--- config.mk ---
export PLATFORM = sky130hd
export DESIGN_NAME = qedmma_track_scheduler
export DESIGN_NICKNAME = d
export VERILOG_FILES = /design/src/rtl/qedmma_track_scheduler.sv
export SDC_FILE = /design/constraint.sdc
export NUM_CORES = 1
export LEC_CHECK = 0
export ABC_CLOCK_PERIOD_IN_PS = 3280
export CORE_MARGIN = 4
export CORE_UTILIZATION = 30
export CTS_BUF_LIST = sky130_fd_sc_hd__clkbuf_16
export CTS_CLUSTER_DIAMETER = 150
export DETAILED_ROUTE_END_ITERATION = 7
export HOLD_SLACK_MARGIN = 0.15
export PLACE_DENSITY = 0.43
export SLEW_MARGIN = 10
export SYNTH_ARGS = -nofsm -noshare
export SYNTH_HDL_FRONTEND = slang
export SYNTH_SLANG_ARGS = --single-unit
--- constraint.sdc ---
create_clock -name clk -period 3.28 [get_ports clk]
set_input_delay 0.328 -clock clk [delete_from_list [all_inputs] [get_ports clk]]
set_output_delay 0.328 -clock clk [all_outputs]
set_load 0.02 [all_outputs]
--- src/rtl/qedmma_track_scheduler.sv ---
// qedmma_track_scheduler
//   Time-shares a single IMM filter core between up to MAX_TARGETS tracks.
//   Tagged measurements arrive on an AXI-Stream slave (never back-pressured).
//   The latest measurement for each target is kept in a per-target buffer.
//   Pending targets are dispatched to the core in round-robin order with a
//   start/done handshake, and a watchdog recovers from a core that never
//   signals done.
//
// Ports
//   clk, rst_n          clock, asynchronous active-low reset
//   s_axis_meas_*       measurement stream: tdata = {z_y, z_x}, tuser = target id
//   active_mask         per-target enable; an inactive target drops input and
//                       has its pending flag held low
//   core_start          one-cycle dispatch pulse
//   core_tid/z_x/z_y    dispatched target and measurement, held until the
//                       next dispatch
//   core_done           core finished the current target (pulse)
//   pending             per-target measurement-waiting flags
//   busy                scheduler is not idle
//   timeout_pulse       one-cycle pulse on watchdog expiry
//   drop_cnt            saturating count of measurements for inactive targets
//   overwrite_cnt       saturating count of measurements replaced before dispatch
//   timeout_cnt         saturating count of watchdog expiries
module qedmma_track_scheduler #(
  parameter int MAX_TARGETS = 8,
  parameter int ID_W        = 3,
  parameter int DATA_W      = 32,
  parameter int TIMEOUT_CYC = 4096,
  parameter int CNT_W       = 16
) (
  input  logic                   clk,
  input  logic                   rst_n,
  input  logic [2*DATA_W-1:0]    s_axis_meas_tdata,
  input  logic [ID_W-1:0]        s_axis_meas_tuser,
  input  logic                   s_axis_meas_tvalid,
  output logic                   s_axis_meas_tready,
  input  logic [MAX_TARGETS-1:0] active_mask,
  output logic                   core_start,
  output logic [ID_W-1:0]        core_tid,
  output logic [DATA_W-1:0]      core_z_x,
  output logic [DATA_W-1:0]      core_z_y,
  input  logic                   core_done,
  output logic [MAX_TARGETS-1:0] pending,
  output logic                   busy,
  output logic                   timeout_pulse,
  output logic [CNT_W-1:0]       drop_cnt,
  output logic [CNT_W-1:0]       overwrite_cnt,
  output logic [CNT_W-1:0]       timeout_cnt
);

  localparam int WD_W = (TIMEOUT_CYC > 1) ? $clog2(TIMEOUT_CYC) : 1;
  localparam logic [WD_W-1:0] WD_LAST = WD_W'(TIMEOUT_CYC - 1);

  typedef enum logic [1:0] {
    S_IDLE,
    S_DISPATCH,
    S_WAIT
  } state_t;

  state_t state, state_next;

  logic [DATA_W-1:0]      meas_x [MAX_TARGETS];
  logic [DATA_W-1:0]      meas_y [MAX_TARGETS];
  logic                   ready_q;
  logic [ID_W-1:0]        rr_ptr;
  logic [ID_W-1:0]        grant_q;
  logic [WD_W-1:0]        wd;
  logic [ID_W-1:0]        hold_tid;
  logic [DATA_W-1:0]      hold_x;
  logic [DATA_W-1:0]      hold_y;

  logic                   accept;
  logic                   in_active;
  logic                   ingest;
  logic [MAX_TARGETS-1:0] eligible;
  logic                   any_eligible;
  logic [ID_W-1:0]        grant_idx;
  logic [ID_W-1:0]        cand;
  logic                   found;
  logic [MAX_TARGETS-1:0] pend_set;
  logic [MAX_TARGETS-1:0] pend_clr;
  logic [MAX_TARGETS-1:0] pending_next;
  logic                   same_tgt_dispatch;
  logic                   drop_inc;
  logic                   overwrite_inc;
  logic                   timeout_hit;

  assign accept       = s_axis_meas_tvalid & ready_q;
  assign in_active    = active_mask[s_axis_meas_tuser];
  assign ingest       = accept & in_active;
  assign eligible     = pending & active_mask;
  assign any_eligible = |eligible;

  // Round-robin search starting just after rr_ptr. The last candidate
  // (k = MAX_TARGETS) wraps back to rr_ptr itself.
  always_comb begin
    grant_idx = rr_ptr;
    found     = 1'b0;
    cand      = '0;
    for (int unsigned k = 1; k <= MAX_TARGETS; k++) begin
      cand = rr_ptr + ID_W'(k);
      if (!found && eligible[cand]) begin
        grant_idx = cand;
        found     = 1'b1;
      end
    end
  end

  // A new measurement for the target being dispatched this very cycle is
  // stored and keeps pending high (set wins over clear), but is not an overwrite:
  // the core receives the older value, and the new one is dispatched later.
  always_comb begin
    same_tgt_dispatch = (state == S_DISPATCH) && (grant_q == s_axis_meas_tuser);
    pend_set          = ingest ? (MAX_TARGETS'(1) << s_axis_meas_tuser) : '0;
    pend_clr          = (state == S_DISPATCH) ? (MAX_TARGETS'(1) << grant_q) : '0;
    pending_next      = ((pending & ~pend_clr) | pend_set) & active_mask;
    drop_inc          = accept & ~in_active;
    overwrite_inc     = ingest & pending[s_axis_meas_tuser] & ~same_tgt_dispatch;
  end

  always_comb begin
    state_next  = state;
    timeout_hit = 1'b0;
    case (state)
      S_IDLE: begin
        if (any_eligible) state_next = S_DISPATCH;
      end
      S_DISPATCH: begin
        state_next = S_WAIT;
      end
      S_WAIT: begin
        if (core_done) begin
          state_next = S_IDLE;
        end else if (wd == WD_LAST) begin
          timeout_hit = 1'b1;
          state_next  = S_IDLE;
        end
      end
      default: state_next = S_IDLE;
    endcase
  end

  always_ff @(posedge clk or negedge rst_n) begin
    if (!rst_n) state <= S_IDLE;
    else        state <= state_next;
  end

  always_ff @(posedge clk or negedge rst_n) begin
    if (!rst_n) begin
      ready_q       <= 1'b0;
      rr_ptr        <= '1;
      grant_q       <= '0;
      wd            <= '0;
      hold_tid      <= '0;
      hold_x        <= '0;
      hold_y        <= '0;
      pending       <= '0;
      drop_cnt      <= '0;
      overwrite_cnt <= '0;
      timeout_cnt   <= '0;
      for (int unsigned i = 0; i < MAX_TARGETS; i++) begin
        meas_x[i] <= '0;
        meas_y[i] <= '0;
      end
    end else begin
      ready_q <= 1'b1;

      if (state == S_IDLE && any_eligible) begin
        grant_q <= grant_idx;
        rr_ptr  <= grant_idx;
      end

      // Outputs are driven straight from the buffer during DISPATCH and
      // captured here so a later write to the same slot cannot disturb them.
      if (state == S_DISPATCH) begin
        wd       <= '0;
        hold_tid <= grant_q;
        hold_x   <= meas_x[grant_q];
        hold_y   <= meas_y[grant_q];
      end else if (state == S_WAIT && !core_done && !timeout_hit) begin
        wd <= wd + 1'b1;
      end

      if (ingest) begin
        meas_x[s_axis_meas_tuser] <= s_axis_meas_tdata[DATA_W-1:0];
        meas_y[s_axis_meas_tuser] <= s_axis_meas_tdata[2*DATA_W-1:DATA_W];
      end

      pending <= pending_next;

      if (drop_inc && drop_cnt != '1)           drop_cnt      <= drop_cnt + 1'b1;
      if (overwrite_inc && overwrite_cnt != '1) overwrite_cnt <= overwrite_cnt + 1'b1;
      if (timeout_hit && timeout_cnt != '1)     timeout_cnt   <= timeout_cnt + 1'b1;
    end
  end

  assign s_axis_meas_tready = ready_q;
  assign core_start         = (state == S_DISPATCH);
  assign core_tid           = (state == S_DISPATCH) ? grant_q         : hold_tid;
  assign core_z_x           = (state == S_DISPATCH) ? meas_x[grant_q] : hold_x;
  assign core_z_y           = (state == S_DISPATCH) ? meas_y[grant_q] : hold_y;
  assign busy               = (state != S_IDLE);
  assign timeout_pulse      = timeout_hit;

endmodule

==> flow_summary_export.csv <==
group,metric,value,unit
run_status,outcome,"completed",
sta,report.final.setup_viol,0,
worst_setup_path,critical_path.cell_chain,"buf_12 -> buf_16 -> mux4_2 -> mux2i_2 -> o21ai_0 -> dlygate4sd2_1",
floorplan,fp.dieH,322,um
worst_setup_path,cpPeakStageDelay,0.54,ns
worst_setup_path,r2r_start,"rr_ptr[0]$_DFFE_PN1P_",
floorplan,num_io_pins,206,
clock_network,cts_sinks,656,
finish,final_cell_area,36500,um^2
sta,drv_slew,0,
placed_design,dp_cells,3444,
worst_setup_path,regToRegSetupSlack,0.31,ns
drt,route.detailed.drc,0,
logic_synthesis,async_flop_share,1.00,
drt,first_pass_iters,4,
sta,final.period_utilization,0.957,
run,drv_cap,0,
clock_network,cts_tree,"yes",
placed_design,dpl_cell_area,33700,um^2
sta,rsz0062_at_grt,"no",
placed_design,gp_congestion,0.802,
sta,hold_violations,0,
logic_synthesis,synth_warnings,0,
global_route,grt_pass1_vias,19700,
clock_network,clkLatencyLatePin,0.63,ns
worst_setup_path,crit_family,"multiplexers",
power_and_ir_drop,worst_ir_drop_vdd,407,uV
logic_synthesis,ys.flop_type,"dfrtp_1",
sta,max_freq,319,MHz
worst_setup_path,crit_type,"reg -> out",
drt,vias_per_cell,4.93,
global_route,grt_max_degree,84,
floorplan,rows,114,
logic_synthesis,netlist_area,29600,um^2
logic_synthesis,synth_cell_types,65,
worst_setup_path,reg2regPathDepth,8,
global_route,overflow,0,
finish,syn_to_final_growth,23.1,%
finish,fin_nets,2346,
global_route,grt_usage,0.156,
logic_synthesis,synth-edff-count,0,
logic_synthesis,yosysSeqAreaShare,0.554,
placed_design,place_hpwl,49900,um
placed_design,io_buffers,205,
drt,wl_per_cell,22.1,um
clock_network,clkTransAtPathRegs,0.05,ns
drt,routed_wl,79600,um
worst_setup_path,path_buf_inv,3,
sta,slew_headroom,0.503,
drt,ant_nets,0,
worst_setup_path,crit_slowest_cell,"mux4_2",
finish,drive_gt1_frac,0.320,
sta,period_minus_slack,3.14,ns
logic_synthesis,avgSynthCellArea,14.7,um^2
worst_setup_path,rr_endpoint,"grant_q[2]$_DFFE_PN0P_",
floorplan,core-area,97300,um^2
sta,worst_pin_slew,0.742,ns
worst_setup_path,worstSetupStartpointType,"register",
drt,drt_iter0_markers,805,
worst_setup_path,arrival,2.81,ns
floorplan,die_w,322,um
floorplan,die-area,104000,um^2
drt,vias,17800,
sta,fin_skew,0.0183,ns
logic_synthesis,synth_seq_cells,656,
global_route,grt_pass1_wl,124000,um
worst_setup_path,cp_data_required_time,2.95,ns
clock_network,h-tree-depth,3,
worst_setup_path,end_kind,"output pin",
finish,final_cells,3601,
clock_network,numCtsBuffers,80,
floorplan,initial_core_util,0.304,
clock_network,cts_buffer_depth,3,
finish,nFillCells,9253,
logic_synthesis,postSynthCellCount,2014,
logic_synthesis,synth.net_count,2099,
global_route,antenna_found_initial,9,
power_and_ir_drop,powerDensity,774,nW/um^2
power_and_ir_drop,p_leak,16.5,nW
hold_path,hp-class,"in -> async",
clock_network,root_buffer,"clkbuf_16",
sta,fin_setup_tns,0,ns
worst_setup_path,cp_max_fo,15,
## layer usage
layer | routed length, um | part of all wire | global-route usage
met5 | 50 | 0.00063 | 0
met4 | 1760 | 0.022 | 0.0383
met3 | 3570 | 0.045 | 0.0327
met2 | 37700 | 0.47 | 0.256
met1 | 36500 | 0.46 | 0.212
## placed cells by master (no fill, tap or decap), drive strengths merged, types with 3 or more instances in the layout
cell type and count:
nor4 7, or3 4, nand2 119, nor3 19
dlymetal6s2s 3, or2 4, ha 6, and4 4
xnor2 25, dfstp 3, and3 7, mux2 519
a31oi 9, nor2 39, buf 83, nand3 33
diode 3, clkinv 31, a211oi 4, inv 44
dlygate4sd2 56, clkdlybuf4s50 140, nand4 18, clkbuf 86
o21ai 89, bufinv 3, o2111ai 4, or4 3
and2 10, dfrtp 653, mux2i 70, o21bai 4
xor2 29, nand2b 5, a21boi 3, a21oi 10
mux4 144, nor2b 4
## flip-flops by register name, summed over array words and instances, names as in the netlist
name,count
drop_cnt,16
grant_q,3
hold_tid,3
hold_x,32
hold_y,32
meas_x,256
meas_y,256
overwrite_cnt,16
pending,8
rr_ptr,3
s_axis_meas_tready,1
state,2
timeout_cnt,16
wd,12
## area by class of cell
type	instances	area, um^2	share of cell area
timing repair buffer	289	3190	0.0876
clock buffer	82	2050	0.0563
tap	1276	1600	0.0438
clock inverter	61	373	0.0102
multi-input combinational	1216	12700	0.349
inverter	18	70.1	0.00192
antenna	3	7.51	0.000206
sequential	656	16400	0.451
## synth_stat cells, drive strengths merged (3+ instances only)
| cell type | number | area (um^2) |
|---|---|---|
| a211oi | 4 | 30.0 |
| a21boi | 3 | 22.5 |
| a21oi | 10 | 53.8 |
| a31oi | 9 | 56.3 |
| and2 | 10 | 62.6 |
| and3 | 7 | 43.8 |
| and4 | 4 | 35.0 |
| buf | 87 | 443 |
| clkbuf | 37 | 139 |
| dfrtp | 653 | 16300 |
| dfstp | 3 | 78.8 |
| ha | 6 | 75.1 |
| inv | 18 | 70.1 |
| mux2 | 519 | 5840 |
| mux2i | 70 | 713 |
| mux4 | 144 | 3240 |
| nand2 | 119 | 447 |
| nand2b | 5 | 31.3 |
| nand3 | 33 | 165 |
| nand4 | 18 | 119 |
| nor2 | 39 | 146 |
| nor2b | 4 | 25.0 |
| nor3 | 19 | 105 |
| nor4 | 7 | 56.3 |
| o2111ai | 4 | 35.0 |
| o21ai | 89 | 445 |
| o21bai | 4 | 30.0 |
| or2 | 4 | 25.0 |
| or3 | 4 | 25.0 |
| or4 | 3 | 26.3 |
| xnor2 | 25 | 219 |
| xor2 | 29 | 254 |
## where the power goes
group          switching (W)  internal, W
Combinational        0.00430      0.00465
Sequential          0.000992       0.0100
Clock                0.00349      0.00475
Total                0.00878       0.0194
## what timing repair did
action	4_1_cts	5_1_grt
hold endpoints to repair	84	0
setup buffers	6	0
cloned	4	0
setup endpoints to repair	64	25
gates resized for setup	91	24
hold buffers	1	0
## kinds of logic (layout without fill, tap and decap cells)
| family | count (synthesis) | after routing | synth area share |
|---|---|---|---|
| mux | 733 | 733 | 0.331 |
| flops | 656 | 656 | 0.554 |
| simple gates | 281 | 281 | 0.0460 |
| buf+inv | 142 | 450 | 0.0220 |
| compound gates | 141 | 141 | 0.0280 |
| xor+xnor | 54 | 54 | 0.0160 |
| fa+ha+maj | 6 | 6 | 0.00254 |
| other cells | 1 | 4 | 0.000127 |
## through the flow
step,util,power [W],setup slack [ns],hold WS [ns]
finish,0.375,0.0282,0.141,0.272
global route,0.375,0.0300,0.00305,0.309
detailed placement,0.347,0.0199,0.0493,0.342
floorplan,-,0.0165,0.503,0.0324
global placement,0.347,0.0197,0.126,0.336
CTS,0.374,0.0288,0.0203,0.276
## how the worst max path moves through the flow
| stage | start | endpoint | slack [ns] | cells after the start |
|---|---|---|---|---|
| after global placement | s_axis_meas_tuser[0] | meas_y[186]$_DFFE_PN0P_ | 0.13 | 7 |
| final | grant_q[0]$_DFFE_PN0P_ | core_z_x[25] | 0.14 | 6 |
| after detailed placement | s_axis_meas_tuser[0] | meas_y[186]$_DFFE_PN0P_ | 0.05 | 7 |
| after global routing | grant_q[0]$_DFFE_PN0P_ | core_z_x[23] | 0.003 | 6 |
| after CTS | grant_q[0]$_DFFE_PN0P_ | core_z_x[24] | 0.02 | 6 |
| after floorplan | rr_ptr[0]$_DFFE_PN1P_ | grant_q[2]$_DFFE_PN0P_ | 0.50 | 9 |
## worst register-to-register path, delay by kind of cell, from the launching register on
family | cells | cell delay, ns
AOI/OAI and AO/OA | 4 | 0.87
xor gates and xnor gates | 1 | 0.31
adders and majority gates | 1 | 0.28
buffers and inverters | 1 | 0.27
DFF | 1 | 0.60
muxes | 1 | 0.51
Note: power is estimated with default switching activity, not from simulation.
